### src/rtl/mdriver_arbiter_pkg.sv
// rtl/mdriver_arbiter_pkg.sv - shared types and helpers for the master-driver arbiter
package mdriver_arb_pkg;

  typedef enum logic [1:0] {
    IDLE  = 2'd0,
    ISSUE = 2'd1,
    BUSY  = 2'd2,
    DONE  = 2'd3
  } arb_state_t;

  // Width of an index able to address n requesters (never less than one bit)
  function automatic int idx_w(input int n);
    return (n > 1) ? $clog2(n) : 1;
  endfunction

endpackage

### src/rtl/mdriver_arbiter_rr_pick.sv
// rtl/mdriver_arbiter_rr_pick.sv - combinational round-robin winner picker
module rr_pick
  import mdriver_arb_pkg::*;
#(
  parameter int NUM_REQ = 4,
  parameter int IW      = idx_w(NUM_REQ)
) (
  input  logic [NUM_REQ-1:0] req,
  input  logic [IW-1:0]      last_grant,
  output logic               any,
  output logic [IW-1:0]      idx
);

  int cand;

  // Scan from the lowest priority (last_grant itself) up to last_grant+1 so the
  // final assignment that sticks is the closest requester after last_grant.
  always_comb begin
    any  = |req;
    idx  = '0;
    cand = 0;
    for (int k = NUM_REQ; k >= 1; k--) begin
      cand = int'(last_grant) + k;
      if (cand >= NUM_REQ) begin
        cand = cand - NUM_REQ;
      end
      if (req[cand[IW-1:0]]) begin
        idx = cand[IW-1:0];
      end
    end
  end

endmodule

### src/rtl/mdriver_arbiter.sv
// rtl/mdriver_arbiter.sv - round-robin arbiter sharing one master driver port; optional watchdog via MDRIVER_ARB_TIMEOUT_EN
module mdriver_arbiter
  import mdriver_arb_pkg::*;
#(
  parameter int NUM_REQ        = 4,
  parameter int ADDR_W         = 32,
  parameter int DATA_W         = 32,
  parameter int TIMEOUT_CYCLES = 256
) (
  input  logic                      clk,
  input  logic                      reset,
  input  logic [NUM_REQ-1:0]        req_exec,
  input  logic [NUM_REQ-1:0]        req_we,
  input  logic [NUM_REQ*ADDR_W-1:0] req_addr,
  input  logic [NUM_REQ*DATA_W-1:0] req_wdata,
  output logic [NUM_REQ-1:0]        req_fin,
  output logic [NUM_REQ-1:0]        req_err,
  output logic [DATA_W-1:0]         req_rdata,
  output logic                      m_exec,
  output logic                      m_we,
  output logic [ADDR_W-1:0]         m_address,
  output logic [DATA_W-1:0]         m_wdata,
  input  logic [DATA_W-1:0]         m_rdata,
  input  logic                      m_fin
);

  localparam int IW = idx_w(NUM_REQ);

  if (NUM_REQ < 2 || NUM_REQ > 16 || TIMEOUT_CYCLES < 2) begin : g_bad_params
    $error("mdriver_arbiter: NUM_REQ must be 2..16 and TIMEOUT_CYCLES at least 2");
  end

  arb_state_t        state;
  arb_state_t        state_nxt;
  logic [IW-1:0]     last_grant;
  logic [IW-1:0]     grant_idx;
  logic              pick_any;
  logic [IW-1:0]     pick_idx;
  logic              sel_we;
  logic [ADDR_W-1:0] sel_addr;
  logic [DATA_W-1:0] sel_wdata;
  logic              we_q;
  logic [ADDR_W-1:0] addr_q;
  logic [DATA_W-1:0] wdata_q;
  logic [DATA_W-1:0] rdata_q;
  logic              timed_out;
  logic              err_q;

  rr_pick #(
    .NUM_REQ (NUM_REQ),
    .IW      (IW)
  ) u_pick (
    .req        (req_exec),
    .last_grant (last_grant),
    .any        (pick_any),
    .idx        (pick_idx)
  );

  // Route the picked requester's command fields towards the latch
  always_comb begin
    sel_we    = 1'b0;
    sel_addr  = '0;
    sel_wdata = '0;
    for (int i = 0; i < NUM_REQ; i++) begin
      if (pick_idx == IW'(i)) begin
        sel_we    = req_we[i];
        sel_addr  = req_addr[i*ADDR_W +: ADDR_W];
        sel_wdata = req_wdata[i*DATA_W +: DATA_W];
      end
    end
  end

`ifdef MDRIVER_ARB_TIMEOUT_EN
  localparam int CW = $clog2(TIMEOUT_CYCLES);

  logic [CW-1:0] busy_cnt;

  assign timed_out = (state == BUSY) && !m_fin && (busy_cnt == CW'(TIMEOUT_CYCLES - 1));

  // Watchdog: cleared while issuing, counts every BUSY cycle until the job ends
  always_ff @(posedge clk) begin
    if (reset) begin
      busy_cnt <= '0;
    end else if (state == ISSUE) begin
      busy_cnt <= '0;
    end else if (state == BUSY && !m_fin && !timed_out) begin
      busy_cnt <= busy_cnt + 1'b1;
    end
  end

  // Remember whether the current job ended by watchdog rather than by m_fin
  always_ff @(posedge clk) begin
    if (reset) begin
      err_q <= 1'b0;
    end else if (state == ISSUE) begin
      err_q <= 1'b0;
    end else if (timed_out) begin
      err_q <= 1'b1;
    end
  end
`else
  assign timed_out = 1'b0;
  assign err_q     = 1'b0;
`endif

  // State register
  always_ff @(posedge clk) begin
    if (reset) begin
      state <= IDLE;
    end else begin
      state <= state_nxt;
    end
  end

  // Next-state logic: arbitrate only in IDLE, one issue cycle, wait, report
  always_comb begin
    state_nxt = state;
    unique case (state)
      IDLE:    if (pick_any) state_nxt = ISSUE;
      ISSUE:   state_nxt = BUSY;
      BUSY:    if (m_fin || timed_out) state_nxt = DONE;
      DONE:    state_nxt = IDLE;
      default: state_nxt = IDLE;
    endcase
  end

  // Command latch, read-data capture and round-robin pointer update
  always_ff @(posedge clk) begin
    if (reset) begin
      last_grant <= IW'(NUM_REQ - 1);
      grant_idx  <= '0;
      we_q       <= 1'b0;
      addr_q     <= '0;
      wdata_q    <= '0;
      rdata_q    <= '0;
    end else begin
      unique case (state)
        IDLE: begin
          if (pick_any) begin
            grant_idx <= pick_idx;
            we_q      <= sel_we;
            addr_q    <= sel_addr;
            wdata_q   <= sel_wdata;
          end
        end
        BUSY: begin
          if (m_fin && !we_q) begin
            rdata_q <= m_rdata;
          end
        end
        DONE: begin
          last_grant <= grant_idx;
        end
        default: ;
      endcase
    end
  end

  // Driver-side outputs follow the latched command; exec only in ISSUE
  always_comb begin
    m_exec    = (state == ISSUE);
    m_we      = we_q;
    m_address = addr_q;
    m_wdata   = wdata_q;
  end

  // Requester-side completion: one-hot fin/err and gated read data in DONE
  always_comb begin
    req_fin = '0;
    for (int i = 0; i < NUM_REQ; i++) begin
      req_fin[i] = (state == DONE) && (grant_idx == IW'(i));
    end
    req_err   = req_fin & {NUM_REQ{err_q}};
    req_rdata = (state == DONE && !err_q) ? rdata_q : '0;
  end

endmodule
### config.mk
export PLATFORM = sky130hd
export DESIGN_NAME = mdriver_arbiter
export DESIGN_NICKNAME = d
export VERILOG_FILES = /design/src/rtl/mdriver_arbiter_pkg.sv /design/src/rtl/mdriver_arbiter_rr_pick.sv /design/src/rtl/mdriver_arbiter.sv
export SDC_FILE = /design/constraint.sdc
export NUM_CORES = 1
export LEC_CHECK = 0
export CAP_MARGIN = 25
export CORE_AREA = 2 2 156 158
export CTS_BUF_LIST = sky130_fd_sc_hd__clkbuf_2 sky130_fd_sc_hd__clkbuf_4 sky130_fd_sc_hd__clkbuf_8
export CTS_CLUSTER_SIZE = 40
export DETAILED_ROUTE_END_ITERATION = 7
export DIE_AREA = 0 0 158 160
export PLACE_DENSITY = 0.59
export SLEW_MARGIN = 15
export SYNTH_ARGS = -nofsm -noshare
export SYNTH_HDL_FRONTEND = slang
export SYNTH_SLANG_ARGS = --single-unit
### constraint.sdc
create_clock -name clk -period 2 [get_ports clk]
set_input_delay 0.3 -clock clk [delete_from_list [all_inputs] [get_ports clk]]
set_output_delay 0.3 -clock clk [all_outputs]
set_load 0.005 [all_outputs]
# Word-level counts from Yosys, hierarchy flattened

Index checks and enable logic that the tools add are counted.

Flip-flop bits (word level): 103
Input bits: 299
Logic and storage cells: 79

Add/subtract/negate cells: 8
$lt $le $gt $ge: 8
Equal/unequal tests: 11
Muxes and demuxes: 32
Reductions and logical operators: 13

Operator list:

| kind                                                                  | count |
|---|---|
| 32-bit two-way mux                                                    | 9 |
| 2-bit two-way mux                                                     | 10 |
| 2-bit == test, second input constant                                  | 6 |
| 2-bit by 3-bit < comparator with 1-bit output, second input constant  | 4 |
| 3-bit >= comparator, second input constant                            | 3 |
| 1-bit binary-select mux with 2-bit select                             | 4 |
| 1-bit two-way mux                                                     | 8 |
| 2-bit one-hot mux with 4 select lines                                 | 1 |
| 2-bit by 1-bit subtractor with 2-bit output, second input constant    | 4 |
| 2-bit by 2-bit adder with 3-bit output, second input constant         | 2 |
| 2-bit by 1-bit == test with 1-bit output, second input constant       | 3 |
| 2-bit logical NOT                                                     | 3 |
| 2-bit AND reduction                                                   | 3 |
| 1-bit logical AND                                                     | 5 |
| 2-bit by 3-bit adder with 4-bit output, second input constant         | 1 |
| 4-bit by 3-bit >= comparator with 1-bit output, second input constant | 1 |
| 2-bit != test, second input constant                                  | 2 |
| 4-bit OR reduction                                                    | 1 |
| 2-bit by 1-bit adder with 3-bit output, second input constant         | 1 |
| 1-bit logical NOT                                                     | 1 |

# Logic depth before layout (Yosys ltp)

Depth in word-level cells: 14
Depth in mapped cells: 8

# Hierarchy

From an unflattened synthesis, not the netlist that was laid out.

Cell total of the unflattened synthesis: 597
Area total of the unflattened synthesis: 5536.6 um^2

Modules (own cells, without submodules):

| module          | times used | cells an instance | area each (um^2) |
|---|---|---|---|
| mdriver_arbiter | 1          | 583               | 5445.2 |
| rr_pick         | 1          | 14                | 91.3 |

# Least setup slack after synthesis

Ideal clock, no wire load.

Path kind: register -> register
Start: reg last_grant[1]
End: reg addr_q[10], in the netlist m_address[10]
Setup time: 0.119 ns
Data arrival time: 1.602 ns
Data required time: 1.881 ns
Path slack: 0.279 ns
Cell stages (with the launch flop): 8
Clock period less this slack: 1.721 ns
Cells stage by stage: dfxtp_1 or3b_1 o211a_2 buf_6 buf_6 mux2_4 o22ai_2 o21ai_1

Cells in the longest elaborated chain, start to end: 14
Elaborated cells on any way between the ends: 36
Classes of those cells: add/sub (8); order compare (4); eq/ne (3); mux (20); reduce/logical (1)

Ends and longest elaborated chain:

| item                                                                                                                 | RTL line                                                     | source |
|---|---|---|
| from (decl)                                                                                                          | mdriver_arbiter.sv:35                                        | `logic [IW-1:0] last_grant;` |
| from (signal assigned)                                                                                               | mdriver_arbiter.sv:130                                       | `last_grant <= IW'(NUM_REQ - 1);` |
| from (signal assigned)                                                                                               | mdriver_arbiter.sv:152                                       | `last_grant <= grant_idx;` |
| 2-bit by 3-bit adder with 4-bit output                                                                               | mdriver_arbiter_rr_pick.sv:23                                | `cand = int'(last_grant) + k;` |
| 4-bit by 3-bit >= comparator with 1-bit output / 2-bit by 1-bit subtractor with 2-bit output (equally long branches) | mdriver_arbiter_rr_pick.sv:24, mdriver_arbiter_rr_pick.sv:25 |  |
| 2-bit two-way mux                                                                                                    | mdriver_arbiter_rr_pick.sv:24                                | `if (cand >= NUM_REQ) begin` |
| 1-bit binary-select mux with 2-bit select                                                                            | mdriver_arbiter_rr_pick.sv:27                                | `if (req[cand[IW-1:0]]) begin` |
| 1-bit two-way mux (not written as such)                                                                              | mdriver_arbiter_rr_pick.sv:27                                |  |
| 2-bit two-way mux (3 in series)                                                                                      | mdriver_arbiter_rr_pick.sv:27                                |  |
| 2-bit two-way mux (*)                                                                                                | mdriver_arbiter_rr_pick.sv:27                                |  |
| 2-bit logical NOT                                                                                                    | mdriver_arbiter.sv:65                                        | `if (pick_idx == IW'(i)) begin` |
| 32-bit two-way mux (3 in series)                                                                                     | mdriver_arbiter.sv:65                                        |  |
| 32-bit two-way mux (*)                                                                                               | mdriver_arbiter.sv:65                                        |  |
| to (signal assigned)                                                                                                 | mdriver_arbiter.sv:142                                       | `addr_q <= sel_addr;` |
| to (decl)                                                                                                            | mdriver_arbiter.sv:43                                        | `logic [ADDR_W-1:0] addr_q;` |

Every way passes the cells marked *; elsewhere a longest branch is shown, timed or not. The select of a mux whose other input is x is not followed.
A chain may end at the register's enable or synchronous reset.

# Worst setup path after layout

Start: in req_exec[3]
End: reg addr_q[1], in the netlist m_address[1]

Cells in the longest elaborated chain, start to end: 11
Elaborated cells on any way between the ends: 22
Classes of those cells: eq/ne (3); mux (16); reduce/logical (3)

Ends and longest elaborated chain:

| item                                      | RTL line                      | source |
|---|---|---|
| from (decl)                               | mdriver_arbiter.sv:12         | `input logic [NUM_REQ-1:0] req_exec,` |
| 1-bit binary-select mux with 2-bit select | mdriver_arbiter_rr_pick.sv:27 |  |
| 1-bit two-way mux (not written as such)   | mdriver_arbiter_rr_pick.sv:27 |  |
| 2-bit two-way mux (4 in series)           | mdriver_arbiter_rr_pick.sv:27 |  |
| 2-bit logical NOT                         | mdriver_arbiter.sv:65         |  |
| 32-bit two-way mux (4 in series)          | mdriver_arbiter.sv:65         |  |

Parallel ways exist; a longest one is shown, timed or not. The select of a mux whose other input is x is not followed.

==> run summary <==
CTS root buffer - clkbuf_8
Worst Tran Pin Value - 0.6400 ns
First-pass DRT Iterations - 4
Flop pwr share - 0.330
CTS Buf Count - 9
max cap viols - 0
Post-Route Utilization - 0.4509
CP max FO - 34
internal power - 0.005969 W
CP bufs+invs - 3
std cell rows - 57
largest net degree at the start of global routing - 41
Die Wd - 158 um
Yosys reg bits - 103
Area growth syn-to-layout - 88.87%
Detail Placement HPWL - 18370 um
Placed Cells - 1387
synthesized cell area - 5687 um^2
initial antenna violation count - 1
final non-filler cell total - 1415
ys async rst share - 0
Power Density - 853.4 nW/um^2
GRT Overall Usage - 0.1792
R2R Path Start - last_grant[1]
grt ovf - 0
Starting Density - 0.2387
xor/xnor share of the synthesized area - 0
Final Cycle Share - 0.9645
library cells used by synthesis - 38
most frequent cells after synthesis - 131 x nand2_1, 103 x dfxtp_1, 69 x o21ai_0
GPL Wtd Cong - 0.8249
Final Hold Fails - 0
simple-gate share of the synthesized area - 0.1470
mean post-synth cell area - 8.475 um^2
Highest Clock Rate - 518.4 MHz
Port Buf Inserts - 400
vias in the first global route - 6234
R2R Path End - m_wdata[2]
Setup CP Type - in2reg
cell count along the critical path - 8
sequential fraction of the synthesis area - 0.3626
dominant cells by area after synthesis - dfxtp_1 36%, nand2_1 8.6%, mux2_4 7.9%, mux2_2 6.7%, o22ai_2 6.6%
Chip Height - 160 um
number of placed I/O pins - 405
Post-synth top flop - dfxtp_1
CP endpoint kind - register
share of post-route cells with drive strength above 1 - 0.1716
RSZ-0062 raised after global routing - false
Syn Inst Count - 671
fillers - 2407
CP top delay family - buffers and inverters
synth warn - 0
Synth top area share - 0.3626
DRT iter0 DRCs - 280
setup tns final - 0 ns
combinational power share - 0.521
H-tree levels - 3
Critical Path RT - 2.32 ns
number of flops mapped to enable cells by yosys - 0
Compound-Gate Fraction of Synth Area - 0.2638
Max Slew Vio Count - 0
post-synthesis mux area share - 0.1536
CP Capture Point - m_address[1]
Slew HR - 0.5733
die area - 25280 um^2
R2R setup slack - 0.17 ns
Worst EP arrival - 2.25 ns
Fin Clk Skew - 0.01321 ns
final worst path period need - 1.929 ns
Worst IR Drop VDD - 0.2868 mV
Setup crit start - req_exec[3]
Bufs on Longest Clock Path - 2
Clock Latency Late Sink - 0.38 ns
switching power of the nets - 0.003197 W
Vias - 6364
Finish-stage setup viols - 0
static leakage - 4.171 nW
CP max stage cell - clkdlybuf4s50_1
Post-Layout Inst Area - 10740 um^2
WHS Path Cells - 3
critical-path cell list - clkdlybuf4s50_1, nor2b_2, o21a_1, buf_4, or3_4, buf_12, o21ai_1, o221a_1
DRC violations left - 0
startpoint types - primary input
Placed Area - 10370 um^2
Yosys top cell by area - dfxtp_1
Antenna Violating Nets Remaining - 0
TritonCTS clock tree - done
Hold WS - 0.4436 ns
Max stage delay on crit path - 0.46 ns
wirelength, routed - 23920 um
largest family of logic cells by synthesized area - compound AO/OA/AOI/OAI gates
fin nets - 1389
status - completed
core footprint - 23820 um^2
adder-cell share of the synthesized area - 0.01100
Worst Reg-to-Reg Cells - 8
DR WL/cell - 16.90 um
vias per cell - 4.498
clk slew on worst S/H paths - 0.12 ns
switch share - 0.3488
Clock Power Share - 0.149
# clock sinks - 103
top-count cell post-synth - nand2_1
first-pass GRT wire length - 34740 um
worst hold-check path type - in2reg
## cells in the final DEF (no fill, tap or decap), types with 30 or more instances in the layout
cell,instances
clkdlybuf4s50_1,362
nand2_1,131
dfxtp_1,101
o21ai_1,66
o21ai_0,64
buf_4,40
o22ai_1,35
mux2_2,34
a21oi_1,33
and2_1,32
dlygate4sd2_1,32
mux2_4,30
o22ai_2,30
## worst min-delay path by stage
| stage | startpoint | to | slack [ns] |
|---|---|---|---|
| 2_1_floorplan | reset | last_grant[0] | 0.42 |
| 3_3_place_gp | m_address[20] | m_address[20] | 0.43 |
| 3_5_place_dp | m_address[18] | m_address[18] | 0.44 |
| 4_1_cts | m_rdata[9] | rdata_q[9] | 0.41 |
| 5_1_grt | m_rdata[18] | rdata_q[18] | 0.42 |
| 6_report | m_rdata[9] | rdata_q[9] | 0.44 |
## cell families (layout without fill, tap and decap cells)
group | Yosys count | in the layout
AO/OA/AOI/OAI | 238 | 238
adder cells (fa/ha/maj) | 5 | 5
buffers and inverters | 66 | 482
flip-flops | 103 | 103
multiplexers | 68 | 68
other | 1 | 5
AND/OR/NAND/NOR | 190 | 190
## repair_timing
item                       4_1_cts  5_1_grt
setup endpoints to repair       36       33
setup buffers                    3        5
gates cloned                     0        3
hold buffers                     0        0
resized for setup               39       16
pin swaps                        0        3
## worst register-to-register path, cell delays in order, from the launching register on
cell	delay [ns]
dfxtp_1	0.35
or3b_4	0.41
o211a_4	0.17
buf_4	0.18
o31ai_4	0.08
buf_12	0.17
buf_4	0.18
o22ai_1	0.09
o21ai_0	0.15
## power by group through the flow
stage | Combinational [W] | Clock, W | Sequential, W
floorplan | 0.00196 | 0 | 0.00307
global placement | 0.00467 | 0 | 0.00305
detailed placement | 0.00469 | 0 | 0.00306
CTS | 0.00473 | 0.00144 | 0.00303
global route | 0.00520 | 0.00152 | 0.00311
finish | 0.00477 | 0.00136 | 0.00303
## routing by layer
layer / GRT usage / vias up / wire, um
li1: - / 3184 / -
met2: 0.3209 / 263 / 11880
met5: 0 / - / 0
met4: 0.04505 / 0 / 335
met1: 0.2043 / 2894 / 9563
met3: 0.05726 / 23 / 2143
## sequential cells by signal, summed over array words and instances (netlist names)
register / flops
m_we: 1
last_grant: 2
grant_idx: 2
state: 2
m_address: 32
rdata_q: 32
m_wdata: 32
## through the flow
step | worst slack, ns | power [W]
after floorplan | 0.2790 | 0.005038
after global placement | -0.3740 | 0.007721
after detailed placement | -0.4196 | 0.007749
after CTS | 0.0002971 | 0.009201
after global routing | 0.01904 | 0.009818
final | 0.07102 | 0.009165
## final cells by class
class                      count  area [um^2]  area share
timing repair buffer         460         4681      0.4358
multi-input combinational    505         3359      0.3128
sequential                   103         2067      0.1925
tap                          324        405.4     0.03774
clock buffer                   9        123.9     0.01153
clock inverter                 7        78.83    0.007339
inverter                       6        22.52    0.002097
antenna                        1        2.502   0.0002330
Note: power is estimated with default switching activity, not from simulation.
